--- config.mk ---
export PLATFORM = sky130hd
export DESIGN_NAME = led_fade_pwm
export DESIGN_NICKNAME = d
export VERILOG_FILES = /design/src/rtl/led_pkg.sv /design/src/rtl/led_fade_channel.sv /design/src/rtl/led_fade_pwm.sv
export SDC_FILE = /design/constraint.sdc
export NUM_CORES = 1
export LEC_CHECK = 0
export CELL_PAD_IN_SITES_DETAIL_PLACEMENT = 1
export CELL_PAD_IN_SITES_GLOBAL_PLACEMENT = 1
export CORE_MARGIN = 2
export CORE_UTILIZATION = 54
export DETAILED_ROUTE_END_ITERATION = 16
export GPL_ROUTABILITY_DRIVEN = 0
export GPL_TIMING_DRIVEN = 0
export PLACE_DENSITY_LB_ADDON = 0.25
export SLEW_MARGIN = 40
export SYNTH_ARGS = -nofsm -noshare
export SYNTH_HDL_FRONTEND = slang
export SYNTH_SLANG_ARGS = --single-unit
--- constraint.sdc ---
create_clock -name clk -period 8.05 [get_ports clk]
set_input_delay 2.0125 -clock clk [delete_from_list [all_inputs] [get_ports clk]]
set_output_delay 2.0125 -clock clk [all_outputs]
set_load 0.05 [all_outputs]
--- src/rtl/led_pkg.sv ---
`default_nettype none
// ============================================================================
//  Module   : led_pkg
//  Purpose  : Shared constants, types and the saturating fade helper used by
//             every LED fade channel.
//  Revision : 1.0 - initial release
// ============================================================================
package led_pkg;

  localparam int LED_NUM      = 8;
  localparam int LED_PWM_BITS = 8;
  // Working width for level arithmetic: wide enough for any PWM_BITS up to 15
  // plus a spare bit so a rising sum can never wrap before saturation.
  localparam int LED_CALC_W   = 17;

  typedef logic [LED_NUM-1:0] led_vec_t;

  typedef enum logic {
    DIR_DOWN = 1'b0,
    DIR_UP   = 1'b1
  } fade_dir_e;

  // Move a level one step up (clamped at lmax) or down (clamped at zero).
  function automatic logic [LED_CALC_W-1:0] sat_add_sub(
    input logic [LED_CALC_W-1:0] level,
    input logic [LED_CALC_W-1:0] step,
    input logic [LED_CALC_W-1:0] lmax,
    input fade_dir_e             dir
  );
    logic [LED_CALC_W-1:0] res;
    if (dir == DIR_UP) begin
      res = level + step;
      if (res > lmax) res = lmax;
    end else begin
      if (level > step) res = level - step;
      else              res = '0;
    end
    return res;
  endfunction

endpackage
`default_nettype wire

--- src/rtl/led_fade_channel.sv ---
`default_nettype none
// ============================================================================
//  Module   : led_fade_channel
//  Purpose  : One LED channel: brightness level register with saturating
//             rise/fall on each fade tick, optional square-law gamma stage
//             (LED_FADE_GAMMA_EN), and PWM compare against the shared counter.
//  Revision : 1.0 - initial release
// ============================================================================
module led_fade_channel
  import led_pkg::*;
#(
  parameter int PWM_BITS  = LED_PWM_BITS,
  parameter int RISE_STEP = 32,
  parameter int FALL_STEP = 4
) (
  input  logic                clk,
  input  logic                reset_n,
  input  logic                i_enable,
  input  logic                i_tick,
  input  logic                i_target,
  input  logic [PWM_BITS-1:0] i_cmp_cnt,
  output logic                o_led
);

  localparam logic [PWM_BITS-1:0]   LMAX   = '1;
  localparam logic [LED_CALC_W-1:0] C_LMAX = LED_CALC_W'(LMAX);
  localparam logic [LED_CALC_W-1:0] C_RISE = LED_CALC_W'(RISE_STEP);
  localparam logic [LED_CALC_W-1:0] C_FALL = LED_CALC_W'(FALL_STEP);

  logic [PWM_BITS-1:0] level_q, level_d;
  logic [PWM_BITS-1:0] duty;
  logic                led_q, led_d;

  // Level update: only moves on a tick, towards the target, saturating.
  always_comb begin
    level_d = level_q;
    if (!i_enable) begin
      level_d = '0;
    end else if (i_tick) begin
      if (i_target && (level_q != LMAX)) begin
        level_d = PWM_BITS'(sat_add_sub(LED_CALC_W'(level_q), C_RISE, C_LMAX, DIR_UP));
      end else if (!i_target && (level_q != '0)) begin
        level_d = PWM_BITS'(sat_add_sub(LED_CALC_W'(level_q), C_FALL, C_LMAX, DIR_DOWN));
      end
    end
  end

`ifdef LED_FADE_GAMMA_EN
  logic [2*PWM_BITS-1:0] sq;
  logic [PWM_BITS-1:0]   duty_q, duty_d;

  // Square-law duty: level*(level+1) keeps 0->0 and LMAX->LMAX exactly.
  always_comb begin
    sq     = (2*PWM_BITS)'(level_q) * ((2*PWM_BITS)'(level_q) + (2*PWM_BITS)'(1));
    duty_d = i_enable ? PWM_BITS'(sq >> PWM_BITS) : '0;
  end

  // Gamma pipeline register.
  always_ff @(posedge clk or negedge reset_n) begin
    if (!reset_n) duty_q <= '0;
    else          duty_q <= duty_d;
  end

  assign duty = duty_q;
`else
  assign duty = level_q;
`endif

  // PWM compare; disabled channel goes dark on the next edge.
  always_comb begin
    led_d = i_enable && (duty > i_cmp_cnt);
  end

  // Level and output registers.
  always_ff @(posedge clk or negedge reset_n) begin
    if (!reset_n) begin
      level_q <= '0;
      led_q   <= 1'b0;
    end else begin
      level_q <= level_d;
      led_q   <= led_d;
    end
  end

  assign o_led = led_q;

endmodule
`default_nettype wire

--- src/rtl/led_fade_pwm.sv ---
`default_nettype none
// ============================================================================
//  Module   : led_fade_pwm
//  Purpose  : PWM fade output stage for the LED pattern generator. Registers
//             the pattern, runs the fade prescaler and shared PWM counter,
//             and instantiates one fade channel per LED.
//             Optional macro LED_FADE_GAMMA_EN adds a square-law gamma stage
//             (one extra cycle of latency on o_led and o_frame_start).
//  Revision : 1.0 - initial release
// ============================================================================
module led_fade_pwm
  import led_pkg::*;
#(
  parameter int NUM_LED   = LED_NUM,
  parameter int PWM_BITS  = LED_PWM_BITS,
  parameter int FADE_DIV  = 50000,
  parameter int RISE_STEP = 32,
  parameter int FALL_STEP = 4
) (
  input  logic               clk,
  input  logic               reset_n,
  input  logic [NUM_LED-1:0] i_led,
  input  logic               i_enable,
  output logic [NUM_LED-1:0] o_led,
  output logic               o_frame_start
);

  localparam int                  DIV_W    = (FADE_DIV > 1) ? $clog2(FADE_DIV) : 1;
  localparam logic [DIV_W-1:0]    DIV_LAST = DIV_W'(FADE_DIV - 1);
  // Frame is LMAX cycles long, so the counter wraps after LMAX-1.
  localparam logic [PWM_BITS-1:0] CNT_LAST = {{(PWM_BITS-1){1'b1}}, 1'b0};

  logic [NUM_LED-1:0]  led_q, led_d;
  logic [DIV_W-1:0]    presc_q, presc_d;
  logic [PWM_BITS-1:0] pwm_cnt_q, pwm_cnt_d;
  logic                frame_start_q, frame_start_d;
  logic                tick;
  logic [PWM_BITS-1:0] cmp_cnt;
  logic [NUM_LED-1:0]  ch_led;

  assign tick = (presc_q == DIV_LAST);

  // Input register, prescaler and PWM counter next-state.
  always_comb begin
    led_d     = i_led;
    presc_d   = '0;
    pwm_cnt_d = '0;
    if (i_enable) begin
      presc_d   = tick ? '0 : presc_q + DIV_W'(1);
      pwm_cnt_d = (pwm_cnt_q == CNT_LAST) ? '0 : pwm_cnt_q + PWM_BITS'(1);
    end
  end

`ifdef LED_FADE_GAMMA_EN
  logic [PWM_BITS-1:0] cmp_cnt_q, cmp_cnt_d;

  // Delay the compare counter to line up with the gamma duty register.
  always_comb begin
    cmp_cnt_d = i_enable ? pwm_cnt_q : '0;
  end

  // Delayed compare counter register.
  always_ff @(posedge clk or negedge reset_n) begin
    if (!reset_n) cmp_cnt_q <= '0;
    else          cmp_cnt_q <= cmp_cnt_d;
  end

  assign cmp_cnt = cmp_cnt_q;
`else
  assign cmp_cnt = pwm_cnt_q;
`endif

  // Frame marker tracks the counter value the channels compare against.
  always_comb begin
    frame_start_d = i_enable && (cmp_cnt == '0);
  end

  // Shared control registers.
  always_ff @(posedge clk or negedge reset_n) begin
    if (!reset_n) begin
      led_q         <= '0;
      presc_q       <= '0;
      pwm_cnt_q     <= '0;
      frame_start_q <= 1'b0;
    end else begin
      led_q         <= led_d;
      presc_q       <= presc_d;
      pwm_cnt_q     <= pwm_cnt_d;
      frame_start_q <= frame_start_d;
    end
  end

  generate
    for (genvar gi = 0; gi < NUM_LED; gi++) begin : g_ch
      led_fade_channel #(
        .PWM_BITS (PWM_BITS),
        .RISE_STEP(RISE_STEP),
        .FALL_STEP(FALL_STEP)
      ) u_ch (
        .clk      (clk),
        .reset_n  (reset_n),
        .i_enable (i_enable),
        .i_tick   (tick),
        .i_target (led_q[gi]),
        .i_cmp_cnt(cmp_cnt),
        .o_led    (ch_led[gi])
      );
    end
  endgenerate

  assign o_led         = ch_led;
  assign o_frame_start = frame_start_q;

endmodule
`default_nettype wire
======== After elaboration in Yosys (flattened, before gate mapping) ========
Index checks and enable logic that the tools add are counted.
storage, ports and cells
  register bits ........................... 105
  bits of input ports ..................... 11
  output and inout port bits .............. 9
  logic and storage cells ................. 183
cells by class
  add/sub/neg operators ................... 18
  $lt $le $gt $ge ......................... 24
  equality and inequality tests ........... 19
  mux-type cells .......................... 52
  reductions and logical operators ........ 50
operators by type and width
  cell                   number
  $mux 8                 50
  $add 8x6->9 const B    8
  $gt 9x8->1 const B     8
  $gt 8x3->1 const B     8
  $gt 8x8->1             8
  $ne 8x8->1 const B     8
  $reduce_bool 8->1      8
  $sub 8x3->8 const B    8
  $mux 16                2
  $logic_and 1x1->1      25
  $ne 3x1->1 const B     8
  $add 16x1->16 const B  1
  $eq 16x16->1 const B   1
  $reduce_and 2->1       8
  $add 8x1->8 const B    1
  $eq 8x8->1 const B     1
  $logic_not 1->1        8
  $logic_not 8->1        1
  $ne 2x1->1 const B     1

======== Depth between registers and ports, before layout ========
  depth after elaboration ................. 6
  mapped depth ............................ 8
  mapped depth without buffers ............ 7

======== Modules after synthesis ========
A second synthesis with hierarchy kept.
second synthesis, totals
  cells, all modules ...................... 962
  area, all modules ....................... 8864.8 um^2
modules (own cells, without submodules)
  module            instances  cells each  area an instance (um^2)  seq. area each (um^2)
  led_fade_channel  8          104         923.4                    200.2
  led_fade_pwm      1          130         1477.7                   825.8

======== Worst setup path before layout ========
OpenSTA, ideal clock, no wires.
  kind .................................... input to register
  start ................................... in i_enable
  end ..................................... reg g_ch[0].u_ch.level_q[2]
  library setup time ...................... 0.125 ns
  arrival time ............................ 3.353 ns
  data required time ...................... 7.925 ns
  setup slack ............................. 4.572 ns
  cell stages on the path ................. 4
  buffers on the path ..................... 2
  cells stage by stage .................... clkbuf_1 buf_1 o41ai_2 mux2_2
on the way
  longest elaborated chain between the ends .. 2
  elaborated cells between the ends (all ways) .. 4
  those cells by class .................... 2 x eq/ne; 1 x mux; 1 x reduce/logical
ends and longest elaborated chain
  item                                                RTL line                source
  start, declared                                     led_fade_pwm.sv:23      input logic i_enable,
  $ne 3x1->1 (no line) or $ne 2x1->1 (tied branches)  n/a
  $reduce_and 2->1 (no line)                          n/a
  end signal, assigned                                led_fade_channel.sv:80  level_q <= level_d;
  end, declared                                       led_fade_channel.sv:30  logic [PWM_BITS-1:0] level_q, level_d;
Parallel ways exist; a longest one is shown, timed or not.
A chain may end at the register's enable or synchronous reset.

======== Worst setup path after layout ========
  start ................................... in i_enable
  end ..................................... reg g_ch[5].u_ch.led_q
on the way
  longest elaborated chain between the ends .. 1
ends and longest elaborated chain
  item                    RTL line                source
  $logic_and 1x1->1       led_fade_channel.sv:71  led_d = i_enable && (duty > i_cmp_cnt);
  net g_ch[5].u_ch.led_d  led_fade_channel.sv:32  logic led_q, led_d;
  end signal, assigned    led_fade_channel.sv:81  led_q <= led_d;
  end, declared           led_fade_channel.sv:32
The timed path passes the listed nets, and every way through them passes these cells.

==> results.py <==
metrics = {
    "run_status": {
        "status": "completed",
    },
    "sta": {
        "fin_setup_tns_ns": 0,
        "relSlewSlack": 0.461,
        "tightest_slew_ns": 0.800,
        "fmax_mhz": 245,
        "rsz0062_at_grt": "no",
        "whs_ns": 0.492,
        "setup_violations": 0,
        "slew_violations": 0,
        "finalClockSkew_ns": 0.00690,
        "finalCritPeriodShare": 0.506,
        "finalHoldViolations": 0,
        "fin_crit_ns": 4.08,
    },
    "layout": {
        "fin_area_sq_um": 9130,
        "n_antenna_cell": 0,
        "final_cell_mix": "ha_1 (132), dfrtp_1 (97), inv_1 (68), a21oi_1 (68), nor2_1 (46)",
        "fill_cells": 1742,
        "layoutNonFillerInstCount": 1112,
        "area_growth_syn_to_layout_pct": 9.37,
        "layout_commonest_cell": "ha_1",
        "drive_gt1_frac": 0.0779,
        "finalNetCount": 1062,
    },
    "detailed_routing": {
        "drt_iter0_drc": 498,
        "drc": 0,
        "via_count": 7303,
        "ant_nets": 0,
        "via_per_inst": 6.57,
        "routed_wl_mm": 24.5,
        "post_drt_wl_per_cell_um": 22.0,
        "dr.pass1.iters": 5,
    },
    "floorplanning": {
        "fp-row-count": 45,
        "die_x_um": 128,
        "num_io_pins": 20,
        "initial_core_util": 0.551,
        "die_y_um": 128,
        "die_area_sq_um": 16500,
        "coreArea_sq_um": 15100,
    },
    "setup_path": {
        "crit_buf_inv": 4,
        "crit_path_end_kind": "register",
        "arrival_ns": 4.30,
        "setup.worst_path.start_class": "input port",
        "cp_top_family": "buffers and inverters",
        "cp_max_fo": 10,
        "crit_path_top_delay_cell": "clkbuf_1",
        "worstPathRequired_ns": 8.28,
        "critPathKind": "in -> reg",
        "r2r_cells": 7,
        "cp_slowest_stage_delay_ns": 0.59,
        "critPathMostFrequentCell": "clkbuf_1",
        "path_depth": 5,
        "cp_cell_sequence": "clkbuf_1 -> inv_1 -> clkbuf_1 -> buf_1 -> a221oi_1",
    },
    "min_path": {
        "min_path_type": "reg -> reg",
        "hold_depth": 1,
    },
    "grt": {
        "antenna_found_initial": 0,
        "grt_pass1_vias": 7926,
        "grt_overflow": 0,
        "track_usage": 0.310,
        "grt_max_degree": 58,
        "grt_pass1_wl_mm": 40.6,
    },
    "pwr": {
        "internal-power_uw": 1150,
        "power_frac_seq": 0.357,
        "power_density_nw_per_um2": 208,
        "power.switching_uw": 756,
        "combPwrFrac": 0.412,
        "p_leak_uw": 0.00398,
        "switching_share": 0.398,
        "total_power_uw": 1900,
        "p_clk_frac": 0.232,
        "worst_ir_drop_vdd_mv": 0.108,
    },
    "logic_synthesis": {
        "yosysWarningCount": 0,
        "synth-seq-cells": 97,
        "synth_ff_type": "dfrtp_1",
        "synth_edf_count": 0,
        "yosysSeqAreaShare": 0.291,
        "synth_cell_types": 72,
        "synth-async-reset-ratio": 1.00,
        "synth_top_area_share": 0.291,
        "syn_area_sq_um": 8340,
        "syn_avg_cell_area_sq_um": 9.38,
        "synth_nets": 1032,
        "yosysTopAreaCell": "dfrtp_1",
        "synthTopCellsByArea": "dfrtp_1 (29%), ha_1 (20%), a21oi_1 (4.1%), inv_1 (3.1%), xnor2_1 (2.9%)",
        "postSynthCellCount": 889,
    },
    "run": {
        "max-cap-violations": 0,
    },
    "clock_tree": {
        "cts-root-buf": "clkbuf_16",
        "cts_num_sinks": 97,
        "htreeDepth": 3,
        "clockBufferDepth": 2,
        "clk_latency_ns": 0.36,
        "cts_setup_buffers": 0,
        "postCtsResizedCells": 0,
        "cts_tree": "built",
        "cts-hold-fix-buffers": 0,
        "numCtsBuffers": 9,
        "clk_pin_slew_worst_paths_ns": 0.07,
    },
    "placed_design": {
        "dp.cells": 1096,
        "placed_cell_area_sq_um": 8810,
        "dp_hpwl_mm": 17.6,
        "place.port_buffers": 18,
    },
}
power by group through the flow:
stage / sequential (uW) / clock, uW / combinational [uW]
2_1_floorplan: 642 / 0 / 570
3_3_place_gp: 678 / 0 / 700
3_5_place_dp: 684 / 0 / 766
4_1_cts: 675 / 443 / 778
5_1_grt: 692 / 458 / 878
6_report: 678 / 440 / 782
worst register-to-register path, cell delays in order, from the launching register on:
cell and delay (ns):
dfrtp_1 0.56, inv_1 0.16, ha_1 0.35, and4b_1 0.18
nor4_1 0.67, nor2_1 0.14, o41ai_2 0.58, mux2_2 0.40
sequential cells by signal (all words and copies together) (netlist names):
register and flops:
o_frame_start 1, cmp_cnt 8, presc_q 16, led_q 8, g_ch.u_ch.duty 56, g_ch.u_ch.o_led 8
final timing paths:
| kind | start | end | slack, ns |
|---|---|---|---|
| worst max-delay path | i_enable | g_ch[5].u_ch.o_led | 3.97 |
| worst min-delay path | presc_q[0] | presc_q[0] | 0.49 |
| worst max register to register | g_ch[7].u_ch.duty[5] | g_ch[7].u_ch.duty[3] | 4.90 |
| worst min register to register | presc_q[0] | presc_q[0] | 0.49 |
| max in group asynchronous | reset_n | g_ch[6].u_ch.duty[0] | 5.91 |
| min in group asynchronous | reset_n | g_ch[2].u_ch.duty[4] | 1.53 |
cell type report:
class / count / area (sq um) / share of cell area
Buffer: 28 / 153 / 0.0167
Clock buffer: 14 / 284 / 0.0311
Clock inverter: 2 / 10.0 / 0.00110
Inverter: 68 / 255 / 0.0280
Multi-Input combinational cell: 696 / 5550 / 0.608
Sequential cell: 97 / 2430 / 0.266
Tap cell: 188 / 235 / 0.0258
Timing Repair Buffer: 19 / 213 / 0.0233
cell usage after synthesis (5+ instances only):
cell type and n:
o21ai_0 43, nor2b_1 15, mux2i_1 8, ha_1 132, o21ai_1 5, xor2_1 11, o221ai_1 5, nand4_1 9
nand3_1 39, and4_1 21, mux2_2 10, a221o_1 5, nand2_1 32, a31o_2 6, a21oi_1 68, nor4b_1 5
a211o_1 12, or4_1 5, a221oi_1 10, o41ai_2 5, dfrtp_1 97, o21a_1 27, xnor2_1 28, nand2b_1 7
a21o_1 18, nor3_1 20, or3_1 9, nor2_1 46, buf_4 8, a32o_1 8, nor4_1 12, clkbuf_1 15
inv_1 68
metal layers:
metal	GRT usage	share of wire
met1	0.386	0.43
met2	0.546	0.51
met3	0.0430	0.039
met4	0.119	0.022
met5	0	0
stage by stage:
step	utilization	setup WS, ns
finish	0.602	3.97
global route	0.602	3.89
CTS	0.601	4.01
detailed placement	0.582	3.68
global placement	0.578	1.09
floorplan	-	4.57
cell families (layout without fill, tap and decap cells):
logic type                 after synthesis  count (layout)  share of synthesized area
xor gates and xnor gates                39              39                     0.0409
buffers and inverters                   96             131                     0.0486
adders and majority gates              132             132                      0.198
AOI/OAI and AO/OA                      267             267                      0.235
muxes                                   18              18                     0.0231
and+or+nand+nor                        240             240                      0.163
DFF                                     97              97                      0.291
Note: power is estimated with default switching activity, not from simulation.
